`src/rtl/oled_spi_byte_tx.sv`:
```
// Byte-wide SPI mode-3 transmitter for the Pmod OLED: shifts one command/data
// byte out MSB-first, captures SDOUT, and pulses done when CS is released.
module oled_spi_byte_tx #(
    parameter int CLKS_PER_HALF = 4,
    parameter int GAP_CYCLES    = 2
) (
    input  logic       clk,
    input  logic       rst,
    input  logic       start,
    input  logic [7:0] data_in,
    input  logic       dc_in,
    output logic       busy,
    output logic       done,
    output logic [7:0] data_out,
    output logic       sclk,
    output logic       mosi,
    input  logic       miso,
    output logic       cs,
    output logic       dc
);

    localparam int HW = $clog2(CLKS_PER_HALF) + 1;
    localparam int GW = $clog2(GAP_CYCLES + 1) + 1;
    localparam logic [HW-1:0] HALF_LAST = HW'(CLKS_PER_HALF - 1);
    localparam logic [GW-1:0] GAP_LAST  = (GAP_CYCLES > 0) ? GW'(GAP_CYCLES - 1) : '0;

    typedef enum logic [1:0] {IDLE, SETUP, SHIFT, GAP} state_t;

    state_t        state;
    logic [HW-1:0] half_cnt;
    logic [GW-1:0] gap_cnt;
    logic [2:0]    bit_cnt;
    logic          last_bit;
    logic [7:0]    tx_sr;
    logic [7:0]    rx_sr;

    assign last_bit = (bit_cnt == 3'd0);

    // NOTE: every register, including the shift registers, is cleared by the
    // async reset so an aborted byte can never leak into the next transfer.
    always_ff @(posedge clk or posedge rst) begin
        if (rst) begin
            state    <= IDLE;
            half_cnt <= '0;
            gap_cnt  <= '0;
            bit_cnt  <= '0;
            tx_sr    <= '0;
            rx_sr    <= '0;
            busy     <= 1'b0;
            done     <= 1'b0;
            data_out <= '0;
            sclk     <= 1'b1;
            mosi     <= 1'b0;
            cs       <= 1'b1;
            dc       <= 1'b0;
        end else begin
            // NOTE: non-blocking assignments only; every output reads last
            // cycle's state, so the whole FSM updates atomically per edge.
            done <= 1'b0;
            case (state)
                IDLE: begin
                    if (start) begin
                        tx_sr    <= data_in;
                        dc       <= dc_in;
                        cs       <= 1'b0;
                        mosi     <= data_in[7];
                        sclk     <= 1'b1;
                        busy     <= 1'b1;
                        half_cnt <= HALF_LAST;
                        state    <= SETUP;
                    end
                end
                SETUP: begin
                    if (half_cnt == '0) begin
                        sclk     <= 1'b0;
                        bit_cnt  <= 3'd7;
                        half_cnt <= HALF_LAST;
                        state    <= SHIFT;
                    end else begin
                        half_cnt <= half_cnt - HW'(1);
                    end
                end
                SHIFT: begin
                    if (half_cnt != '0) begin
                        half_cnt <= half_cnt - HW'(1);
                    end else if (!sclk) begin
                        // rising SCLK edge: the slave's bit has been stable for the whole low phase
                        sclk     <= 1'b1;
                        rx_sr    <= {rx_sr[6:0], miso};
                        half_cnt <= HALF_LAST;
                    end else if (!last_bit) begin
                        sclk     <= 1'b0;
                        mosi     <= tx_sr[6];
                        tx_sr    <= {tx_sr[6:0], 1'b0};
                        bit_cnt  <= bit_cnt - 3'd1;
                        half_cnt <= HALF_LAST;
                    end else begin
                        cs       <= 1'b1;
                        done     <= 1'b1;
                        data_out <= rx_sr;
                        mosi     <= 1'b0;
                        if (GAP_CYCLES == 0) begin
                            busy  <= 1'b0;
                            state <= IDLE;
                        end else begin
                            gap_cnt <= GAP_LAST;
                            state   <= GAP;
                        end
                    end
                end
                GAP: begin
                    if (gap_cnt == '0) begin
                        busy  <= 1'b0;
                        state <= IDLE;
                    end else begin
                        gap_cnt <= gap_cnt - GW'(1);
                    end
                end
                default: state <= IDLE;
            endcase
        end
    end

endmodule
```
`config.mk`:
```
export PLATFORM = sky130hd
export DESIGN_NAME = oled_spi_byte_tx
export DESIGN_NICKNAME = d
export VERILOG_FILES = /design/src/rtl/oled_spi_byte_tx.sv
export SDC_FILE = /design/constraint.sdc
export NUM_CORES = 1
export LEC_CHECK = 0
export ABC_AREA = 1
export BUFFER_PORTS_ARGS = -buffer_cell sky130_fd_sc_hd__buf_2
export CAP_MARGIN = 20
export CELL_PAD_IN_SITES_DETAIL_PLACEMENT = 1
export CELL_PAD_IN_SITES_GLOBAL_PLACEMENT = 1
export CORE_AREA = 10 10 80 82
export CTS_BUF_LIST = sky130_fd_sc_hd__clkbuf_8 sky130_fd_sc_hd__clkbuf_16
export DETAILED_ROUTE_END_ITERATION = 10
export DIE_AREA = 0 0 90 92
export GPL_TIMING_DRIVEN = 0
export PLACE_DENSITY = 0.79
export SETUP_SLACK_MARGIN = 0.05
export SLEW_MARGIN = 25
export SYNTH_ARGS = -nofsm -noshare
export SYNTH_HDL_FRONTEND = slang
export SYNTH_SLANG_ARGS = --single-unit
```
`constraint.sdc`:
```
create_clock -name clk -period 3.05 [get_ports clk]
set_input_delay 0.1525 -clock clk [delete_from_list [all_inputs] [get_ports clk]]
set_output_delay 0.1525 -clock clk [all_outputs]
set_load 0.03 [all_outputs]
```
==> impl_results.md <==
* Terminus of the critical flop-to-flop path: tx_sr[5]
* Switch share at 45.6%
* Gr busiest metal: met2
* Post-synthesis register bit count at 40
* WL/cell at 12.9 um
* Area grow syn2layout at 17.0%
* Tot GR Track Use at 12.6%
* Clock Path Buffers at 2
* Post-CTS sizing at 0
* CP arrival at 1950 ps
* Worst setup EP type: flop
* Final wirelength at between 4000 and 5000 um
* Combinational Power Share at between 40 and 50%
* Grt met3 use at around 3.2%
* Register share of total power at 33.3%
* Slew Limit Fails at 0
* # clock sinks at 40
* Avg Vias per Cell at approximately 4.7
* Row cnt at 26
* H-tree depth at 2
* Via count at ~1,800
* Status: finished clean
* Worst R2R Start: state[0]
* Synth Instances at 272
* Vias in the first global route at ~1,900
* Initial Util at 43.5%
* Slew HR at 76.9%
* Critical path type: reg2reg
* Hold WC Path Type: in2reg
* Syn. warnings at 0
* Layout cell share with drive strength beyond 1 at between 20% and 30%
* Overflow after GRT at 0
* Clock power share at 17.4%
* # setup viols final at 0
* Post-CTS Setup Bufs at 0
* ANT nets after route at 0
* Largest net degree at the start of global routing at 28
* Fmax at between 500 and 600 MHz
* Pwr dens at about 1000 nW/um^2
* Syn Std Cell Area at 2140 sq um
* Reg2reg setup slack at around 1300 ps
* Clock-pin slew on the worst setup and hold paths at approximately 80 ps
* R2R depth at 9
* Measured slew at the worst slew-check pin at 346 ps
* Most area-consuming cells after synthesis: dfrtp_1 45%, nand2_1 18%, inv_1 6.7%
* CTS root buf: clkbuf_8
* N_diodes at 0
* First-pass GRT wire length at 8710 um
* DIE WIDTH at 90 um
* Cell Area, Placed at 2370 sq um
* M1 GR Usage at 14.9%
* Dominant synthesized flop cell: dfrtp_1
* Hold Path Stages at 3
* P_leak at 1.38 nW
* Top post-synthesis cells by count: 104 x nand2_1, 38 x dfrtp_1, 38 x inv_1
* Req. time, crit path at between 3000 and 4000 ps
* Synth top area share at around 45%
* I/O pin cnt at 27
* Hold Crit Endpoint: dc
* Clk Latency, worst-skew pair at 300 ps
* Initial drt markers at 65
* Setup tns final at 0 ps
* Critical Path Fanout Max at 7
* Unrepaired setup endpoints after global routing: no
* Hold wc startpoint: dc_in
* Post-DP HPWL at 3760 um
* Crit path time final at 1720 ps
* Syn nets at ~300
* Max Cap Violations at 0
* Final period utilization at 56.3%
* Post-synth ARST share at 100%
* NetSw at roughly 1.2 mW
* Initial antenna violation count at 0
* P_int at 1.39 mW
* Die ar. at 8280 sq um
* Count leader, synth: nand2_1
* CTS Buf Count at 5
* Final clock skew at 9.35 ps
* Cell type with the highest aggregate area in the netlist: dfrtp_1
* CP Launch Type: flop
* Global placer's final weighted congestion at 0.755
* Drt drc at 0
* Post-route cell area at 2500 sq um
* GRT met2 Usage at between 20 and 25%
* Core area at 4910 sq um
* CTS tree: done
* Syn_area_per_cell at 7.85 sq um
* Synth cell types at 24
* Seq/Total Area, Yosys at 47.0%
* Pre-antenna DRT Iters at 4
* Hold Fails Final Rpt at 0
* Worst vdd ir at 0.394 mV
* Net count, final at 331
* Die Ht at 92 um
* IO buf count at 26
* Post-synth EDFFs at 0
## cell usage in the layout, fill, tap and decap left out, types with 2 or more instances in the layout
cell	instances
ha_1	11
a21oi_1	4
buf_6	3
nor2_2	3
buf_2	27
nand2_2	7
clkinv_4	2
o21ai_0	18
inv_2	2
clkbuf_8	5
dfrtp_1	38
nand3_1	11
o21ai_2	7
dfstp_2	2
nor2_1	14
inv_1	37
nand2_1	104
o21ai_1	2
## metal layers
metal  vias up  part of all wire [%]
met5         -                     0
met4         0                   1.2
met3         5                   3.3
met2        21                    49
met1       855                    46
li1        893                     -
## flip-flops by register name, indices dropped and copies added (netlist names)
signal and cells:
data_out 8, rx_sr 8, tx_sr 7, bit_cnt 3
gap_cnt 3, half_cnt 3, state 2, busy 1
cs 1, dc 1, done 1, mosi 1
sclk 1
## stage by stage
| step | utilization (%) | instances | total power [mW] | worst slack (ps) | hold WS (ps) |
|---|---|---|---|---|---|
| 4_1_cts | 50.9 | 378 | 2.59 | 1300 | 97.7 |
| 5_1_grt | 50.9 | 378 | 2.83 | 1120 | 102 |
| 3_3_place_gp | 47.9 | 368 | 2.06 | 1390 | 387 |
| 3_5_place_dp | 48.3 | 369 | 2.13 | 1340 | 141 |
| 6_report | 50.9 | 378 | 2.55 | 1330 | 100 |
| 2_1_floorplan | - | 272 | 1.80 | 1630 | 285 |
## cell families (layout without fill, tap and decap cells)
| kind of cell | Yosys count | in the layout | share of synthesized area [%] |
|---|---|---|---|
| AOI/OAI and AO/OA | 31 | 31 | 8.49 |
| xor gates and xnor gates | 2 | 2 | 0.820 |
| DFF | 40 | 40 | 47.0 |
| buffers and inverters | 44 | 80 | 8.96 |
| adders and majority gates | 11 | 11 | 6.44 |
| and+or+nand+nor | 144 | 144 | 28.3 |
## worst max-delay path, cell delays in order, from the launching register on
cell and delay (ps):
dfrtp_1 420, inv_1 100, ha_1 290, inv_1 140
nor2_2 50, inv_1 100, nand2_2 80, nor2_2 290
nand2_1 110, nand2_1 80
## repair_timing
item / 4_1_cts / 5_1_grt
endpoints found under the setup margin: 0 / 0
hold endpoints to repair: 11 / 0
hold buffers: 1 / 0
## cell type report
type	instances	area (sq um)
Timing Repair Buffer	28	160
Clock inverter	3	47.5
Clock buffer	5	68.8
Multi-Input combinational cell	188	941
Buffer	4	38.8
Tap cell	70	87.6
Sequential cell	40	1000
Fill cell	624	2410
Inverter	40	153
## worst max-delay path by stage
| stage | startpoint | endpoint | slack [ps] |
|---|---|---|---|
| floorplan | state[0] | tx_sr[0] | 1630 |
| global placement | rst | gap_cnt[2] | 1390 |
| detailed placement | state[0] | state[0] | 1340 |
| CTS | state[0] | tx_sr[5] | 1300 |
| global route | state[0] | tx_sr[3] | 1120 |
| finish | state[0] | tx_sr[5] | 1330 |
## power by group through the flow
stage,clock [mW],sequential [mW],combinational (mW)
3_5_place_dp,0,0.860,1.27
6_report,0.443,0.848,1.25
3_3_place_gp,0,0.852,1.21
2_1_floorplan,0,0.907,0.891
4_1_cts,0.455,0.850,1.28
5_1_grt,0.482,0.877,1.47
Power figures use the tool's default switching activity.
